$ cat src/rtl/lfsr_pkg.sv
// Shared constants and tap table for the state-extended Fibonacci LFSR counters.
// Tap masks are 1-based tap positions mapped onto bit (tap-1) of a 16-bit mask.
package lfsr_pkg;

  localparam int WIDTH_MIN = 3;
  localparam int WIDTH_MAX = 16;

  // Maximal-length tap sets; the MSB tap is always present so the zero-detect
  // term can splice the all-zero state into the sequence.
  function automatic logic [15:0] taps(input int width);
    logic [15:0] mask;
    mask = '0;
    case (width)
      3:       mask = 16'h0006;
      4:       mask = 16'h000C;
      5:       mask = 16'h0014;
      6:       mask = 16'h0030;
      7:       mask = 16'h0060;
      8:       mask = 16'h00B8;
      9:       mask = 16'h0110;
      10:      mask = 16'h0240;
      11:      mask = 16'h0500;
      12:      mask = 16'h0829;
      13:      mask = 16'h100D;
      14:      mask = 16'h2015;
      15:      mask = 16'h6000;
      16:      mask = 16'hD008;
      default: mask = '0;
    endcase
    return mask;
  endfunction

endpackage

$ cat src/rtl/lfsr_ext_step.sv
// Combinational next-state function of the de Bruijn LFSR: shift toward the MSB,
// feedback from the tap XOR with the all-zero state inserted after 10...0.
module lfsr_ext_step
  import lfsr_pkg::*;
#(
  parameter int WIDTH = 3
) (
  input  logic [WIDTH-1:0] q,
  output logic [WIDTH-1:0] qn
);

  localparam logic [WIDTH-1:0] TAP_MASK = WIDTH'(taps(WIDTH));

  logic fb;

  assign fb = (^(q & TAP_MASK)) ^ (q[WIDTH-2:0] == '0);
  assign qn = {q[WIDTH-2:0], fb};

endmodule

$ cat src/rtl/lfsr_ext_counter.sv
// Programmable-modulus LFSR counter with load, one-shot stop and a combinational
// carry-out that lets chained stages advance on the same clock edge.
module lfsr_ext_counter
  import lfsr_pkg::*;
#(
  parameter int WIDTH = 3
) (
  input  logic             Clk,
  input  logic             Rst,
  input  logic             CNT,
  input  logic             Load,
  input  logic [WIDTH-1:0] D,
  input  logic [WIDTH-1:0] Term,
  input  logic             Stop,
  output logic [WIDTH-1:0] Q,
  output logic             Next,
  output logic             Halt
);

  if (WIDTH < WIDTH_MIN || WIDTH > WIDTH_MAX) begin : g_bad_width
    $error("lfsr_ext_counter: WIDTH %0d outside %0d..%0d", WIDTH, WIDTH_MIN, WIDTH_MAX);
  end

  logic [WIDTH-1:0] step_q;
  logic             at_term;

  lfsr_ext_step #(.WIDTH(WIDTH)) u_step (
    .q  (Q),
    .qn (step_q)
  );

  assign at_term = (Q == Term);

  // Carry-out is deliberately unregistered so a cascade behaves as one wide counter.
  assign Next = CNT & at_term & ~Rst & ~Load & ~Halt;

  // Halt is the only mode state; it is released solely by Rst or Load.
  always_ff @(posedge Clk) begin
    if (Rst) begin
      Q    <= '0;
      Halt <= 1'b0;
    end else if (Load) begin
      Q    <= D;
      Halt <= 1'b0;
    end else if (!Halt && CNT) begin
      if (at_term) begin
        if (Stop) Halt <= 1'b1;
        else      Q    <= '0;
      end else begin
        Q <= step_q;
      end
    end
  end

endmodule
$ cat config.mk
export PLATFORM = sky130hd
export DESIGN_NAME = lfsr_ext_counter
export DESIGN_NICKNAME = d
export VERILOG_FILES = /design/src/rtl/lfsr_pkg.sv /design/src/rtl/lfsr_ext_step.sv /design/src/rtl/lfsr_ext_counter.sv
export SDC_FILE = /design/constraint.sdc
export NUM_CORES = 1
export LEC_CHECK = 0
export BUFFER_PORTS_ARGS = -buffer_cell sky130_fd_sc_hd__buf_2
export CAP_MARGIN = 25
export CORE_AREA = 2 2 39 41
export CTS_BUF_LIST = sky130_fd_sc_hd__clkbuf_4
export DETAILED_ROUTE_END_ITERATION = 6
export DIE_AREA = 0 0 41 43
export PLACE_DENSITY = 0.48
export SLEW_MARGIN = 20
export SYNTH_ARGS = -nofsm -noshare
export SYNTH_HDL_FRONTEND = slang
export SYNTH_SLANG_ARGS = --single-unit
$ cat constraint.sdc
create_clock -name Clk -period 2.2 [get_ports Clk]
set_clock_uncertainty 0.1 [all_clocks]
set_input_delay 0.55 -clock Clk [delete_from_list [all_inputs] [get_ports Clk]]
set_output_delay 0.55 -clock Clk [all_outputs]
set_load 0.005 [all_outputs]
# Yosys cells after proc, flatten, opt, wreduce, memory -nomap -nowiden
# Index checks and enable logic that the tools add are counted.
# word_totals
memories	0
input_bits	11
wordCells	24
rom_bits	0
ramBits	0
latch_bits	0
reg_bits	4
# classes
mul	0
n_lt_le_gt_ge	0
n_shift	0
n_reduce_logical	8
mux	4
add_sub_neg	0
div	0
bitwise_logic	8
n_eq_ne	2
# op_table
operator	n
3-bit 2-to-1 mux	4
1-bit bitwise AND	4
3-bit == test	1
3-bit != test (second input constant)	1
1-bit inverter	3
3-bit AND reduction	1
3-bit parity	1
2-bit zero test	1
2-bit AND reduction	1
2-bit nonzero test	1
2-bit OR reduction	1
1-bit logical AND	1
1-bit zero test	1
1-bit XOR	1

# Depth between registers and ports, before layout
# logic_depth
depth_word	5
depth_mapped	5
ltp_nobuf	4

# Cells and area by module
# Synthesis repeated with hierarchy kept, for this count alone.
# unflattened
cells_unflattened	34
area_unflattened_um2	289.0
# modules_own_cells
module	area_per_inst_um2	instances	cells_each
lfsr_ext_counter	244.0	1	29
lfsr_ext_step	45.0	1	5

# Worst setup path before layout
# OpenSTA, ideal clock, no wires.
# synth_path
kind	input-to-output
start	in Term[2]
end	out Next
cell_stages	3
setup_slack_ps	406
t_required_ps	1550
arrival_ps	1144
path_cell_list	xnor2_2 and3_1 nor4b_2
# synth_via
elab_chain_len	5
# synth_lines
item	line	source
from (decl)	lfsr_ext_counter.sv:13	input logic [WIDTH-1:0] Term,
3-bit == test	lfsr_ext_counter.sv:32	assign at_term = (Q == Term);
1-bit bitwise AND (4 in a row)	lfsr_ext_counter.sv:35	assign Next = CNT & at_term & ~Rst & ~Load & ~Halt;
to (decl)	lfsr_ext_counter.sv:16	output logic Next,
# No other way between the ends.

# Worst setup path in the final report
# layout_path
start	in Term[1]
end	out Next
# Same word-level chain as after synthesis.

==> impl_metrics.csv <==
group,metric,value,unit
detailed_routing,avgViaCountPerCell,4.64,
place,dp_hpwl,616,um
power_and_ir_drop,power_density,565,nW/um^2
clock_tree,cts_buffer_depth,2,
power_and_ir_drop,pwr-share-seq,33.8,%
floorplan,core-area,1380,um^2
sta,setup_viol,0,
detailed_routing,dr.pass1.iters,4,
sta,fin_crit,2.07,ns
final_layout,drive_gt1_share,50.0,%
sta,hold_violations,0,
critical_path,cp-end-kind,"output port",
detailed_routing,drt_iter0_markers,6,
sta,slew_headroom,77.9,%
detailed_routing,wl_per_cell,10.4,um
power_and_ir_drop,leakagePower,0.212,nW
yosys,syn-instance-count,34,
critical_path,worstPathCellList,"buf_2 > xnor2_2 > and3_1 > nor4b_2 > buf_2",
clock_tree,clock_latency,0.23,ns
yosys,ys_seq_area_share,24.2,%
clock_tree,numCtsBuffers,3,
critical_path,critPathBufInv,2,
grt,grt_pass1_wl,1140,um
critical_path,setup.worst_path.class,"in2out",
detailed_routing,antenna_left,0,
sta,fin_setup_tns,0,ns
yosys,synth.distinct_cells,23,
worst_hold_path,hold_class,"reg2reg",
floorplan,fp.dieH,43,um
critical_path,critPathRequiredTime,1.55,ns
clock_tree,cts_max_level,1,
yosys,synthTopCellsByArea,"dfxtp_1, xnor2_2, nor3_1, a41oi_2, a221oi_2",
power_and_ir_drop,intPower,0.188,mW
critical_path,crit_arrival,1.42,ns
power_and_ir_drop,peakVddDrop,0.000238,V
sta,max_freq,482,MHz
final_layout,n_antenna_cell,0,
sta,rsz0062_at_grt,"no",
place,portBuffers,15,
power_and_ir_drop,p_sw,0.0756,mW
power_and_ir_drop,total_power,0.263,mW
yosys,yosys.area.top_type_share,24.2,%
floorplan,die_area,1760,um^2
floorplan,die-width,41,um
sta,finalCritPeriodShare,94.2,%
clock_tree,hold_buffers,0,
yosys,syn-num-nets,45,
critical_path,crit_fanout,5,
power_and_ir_drop,swShare,28.7,%
clock_tree,root_buffer,"clkbuf_4",
critical_path,cp_top_family,"simple AND/OR/NAND/NOR gates",
detailed_routing,wl,728,um
critical_path,path_common_cell,"buf_2",
yosys,yosys_register_bits,4,
critical_path,slowest_delay,0.22,ns
place,placed_cell_area,443,um^2
sta,slew_violations,0,
yosys,yosys_warnings,0,
detailed_routing,drc_errors,0,
status,status,"finished, final reports clean",
clock_tree,tritoncts,"done",
floorplan,core.rowCount,14,
critical_path,cp-start-kind,"input pin",
clock_tree,post_cts_buffers,0,
power_and_ir_drop,pwr-share-clk,33.3,%
final_layout,stdcell_area,465,um^2
clock_tree,cts-resized-gates,0,
sta,tightest_slew,0.327,ns
grt,grt_pass1_vias,298,
yosys,synth_top_cell_by_area,"dfxtp_1",
grt,antenna_found_initial,0,
place,gp_routability_congestion,0.669,
final_layout,fillers,152,
final_layout,final_common_cell,"buf_2",
grt,grt_remaining_overflow,0,
final_layout,utilization,33.6,%
power_and_ir_drop,pwr-share-comb,32.9,%
final_layout,syn_to_final_growth,40.9,%
yosys,synth.cell_area,330,um^2
detailed_routing,route.vias.total,325,
grt,grt_max_degree,11,
floorplan,initial_core_util,23.9,%
clock_tree,clkTransAtPathRegs,0.03,ns
flow_run,maxCapViolations,0,
yosys,syn_avg_cell_area,9.72,um^2
final_layout,fin_nets,67,
clock_tree,cts.sinks,4,
grt,track_usage,9.74,%
final_layout,final_cell_mix,"buf_2, nor3_1, dfxtp_1",
critical_path,cp_slowest_cell,"xnor2_2",
floorplan,pin_count,16,
-- sequential cells by signal, indices dropped and copies added (netlist names) --
signal / count
Q: 3
Halt: 1
-- tightest hold or removal path, cell delays in order, from the launching register on --
cell and delay, ns:
dfxtp_1 0.33, a31oi_1 0.05, nor3_1 0.12
-- kinds of logic (layout without fill, tap and decap cells) --
group	after synthesis	after routing	synth area share, %
XOR/XNOR	3	3	14.8
flip-flops	4	4	24.2
AND/OR/NAND/NOR	13	13	26.1
multiplexers	2	2	6.44
AO/OA/AOI/OAI	9	9	24.6
buffers and inverters	3	23	3.79
-- layout make-up --
| class | count | area [um^2] | area share, % |
|---|---|---|---|
| clock buffers | 3 | 22.5 | 4.84 |
| inverters | 2 | 7.51 | 1.61 |
| multi-input cells | 27 | 238 | 51.1 |
| flip-flops and latches | 4 | 80.1 | 17.2 |
| well taps | 16 | 20.0 | 4.30 |
| repair buffers | 18 | 97.6 | 21.0 |
-- power groups by stage --
stage / sequential [mW] / combinational, mW / clock (mW)
floorplan: 0.0894 / 0.0528 / 0
global placement: 0.0910 / 0.0886 / 0
detailed placement: 0.0904 / 0.0872 / 0
CTS: 0.0890 / 0.0876 / 0.0940
global route: 0.0901 / 0.0943 / 0.100
finish: 0.0889 / 0.0865 / 0.0877
-- final timing paths --
path / start / to / slack, ns / cells past startpoint
max: Term[1] / Next / 0.13 / 5
min: Halt / Halt / 0.45 / 2
max reg2reg: Q[0] / Q[2] / 0.79 / 5
min reg2reg: Halt / Halt / 0.45 / 2
-- through the flow --
step | hold WS (ns) | std cells | setup slack (ns)
after global routing | 0.452 | 70 | 0.0445
final | 0.448 | 70 | 0.127
after CTS | 0.447 | 70 | 0.120
after global placement | 0.444 | 67 | 0.134
after detailed placement | 0.442 | 67 | 0.132
after floorplan | 0.422 | 34 | 0.406
-- cell usage after synthesis, drive strengths merged --
library cell / number
inv: 2
or2b: 1
buf: 1
nand2b: 1
nor3: 5
nor2b: 1
a41oi: 2
mux2i: 1
a221oi: 1
and3: 1
a21oi: 2
a22oi: 1
xnor2: 3
dfxtp: 4
a31oi: 1
nand3: 1
nor4b: 2
nand4: 1
a41o: 1
mux2: 1
o211ai: 1
-- layer usage --
metal	GRT usage [%]	wire length, um
met1	10.9	297
met2	14.1	384
met3	3.14	45
met4	8.00	0
met5	0	0
(Power assumes the default switching activity.)
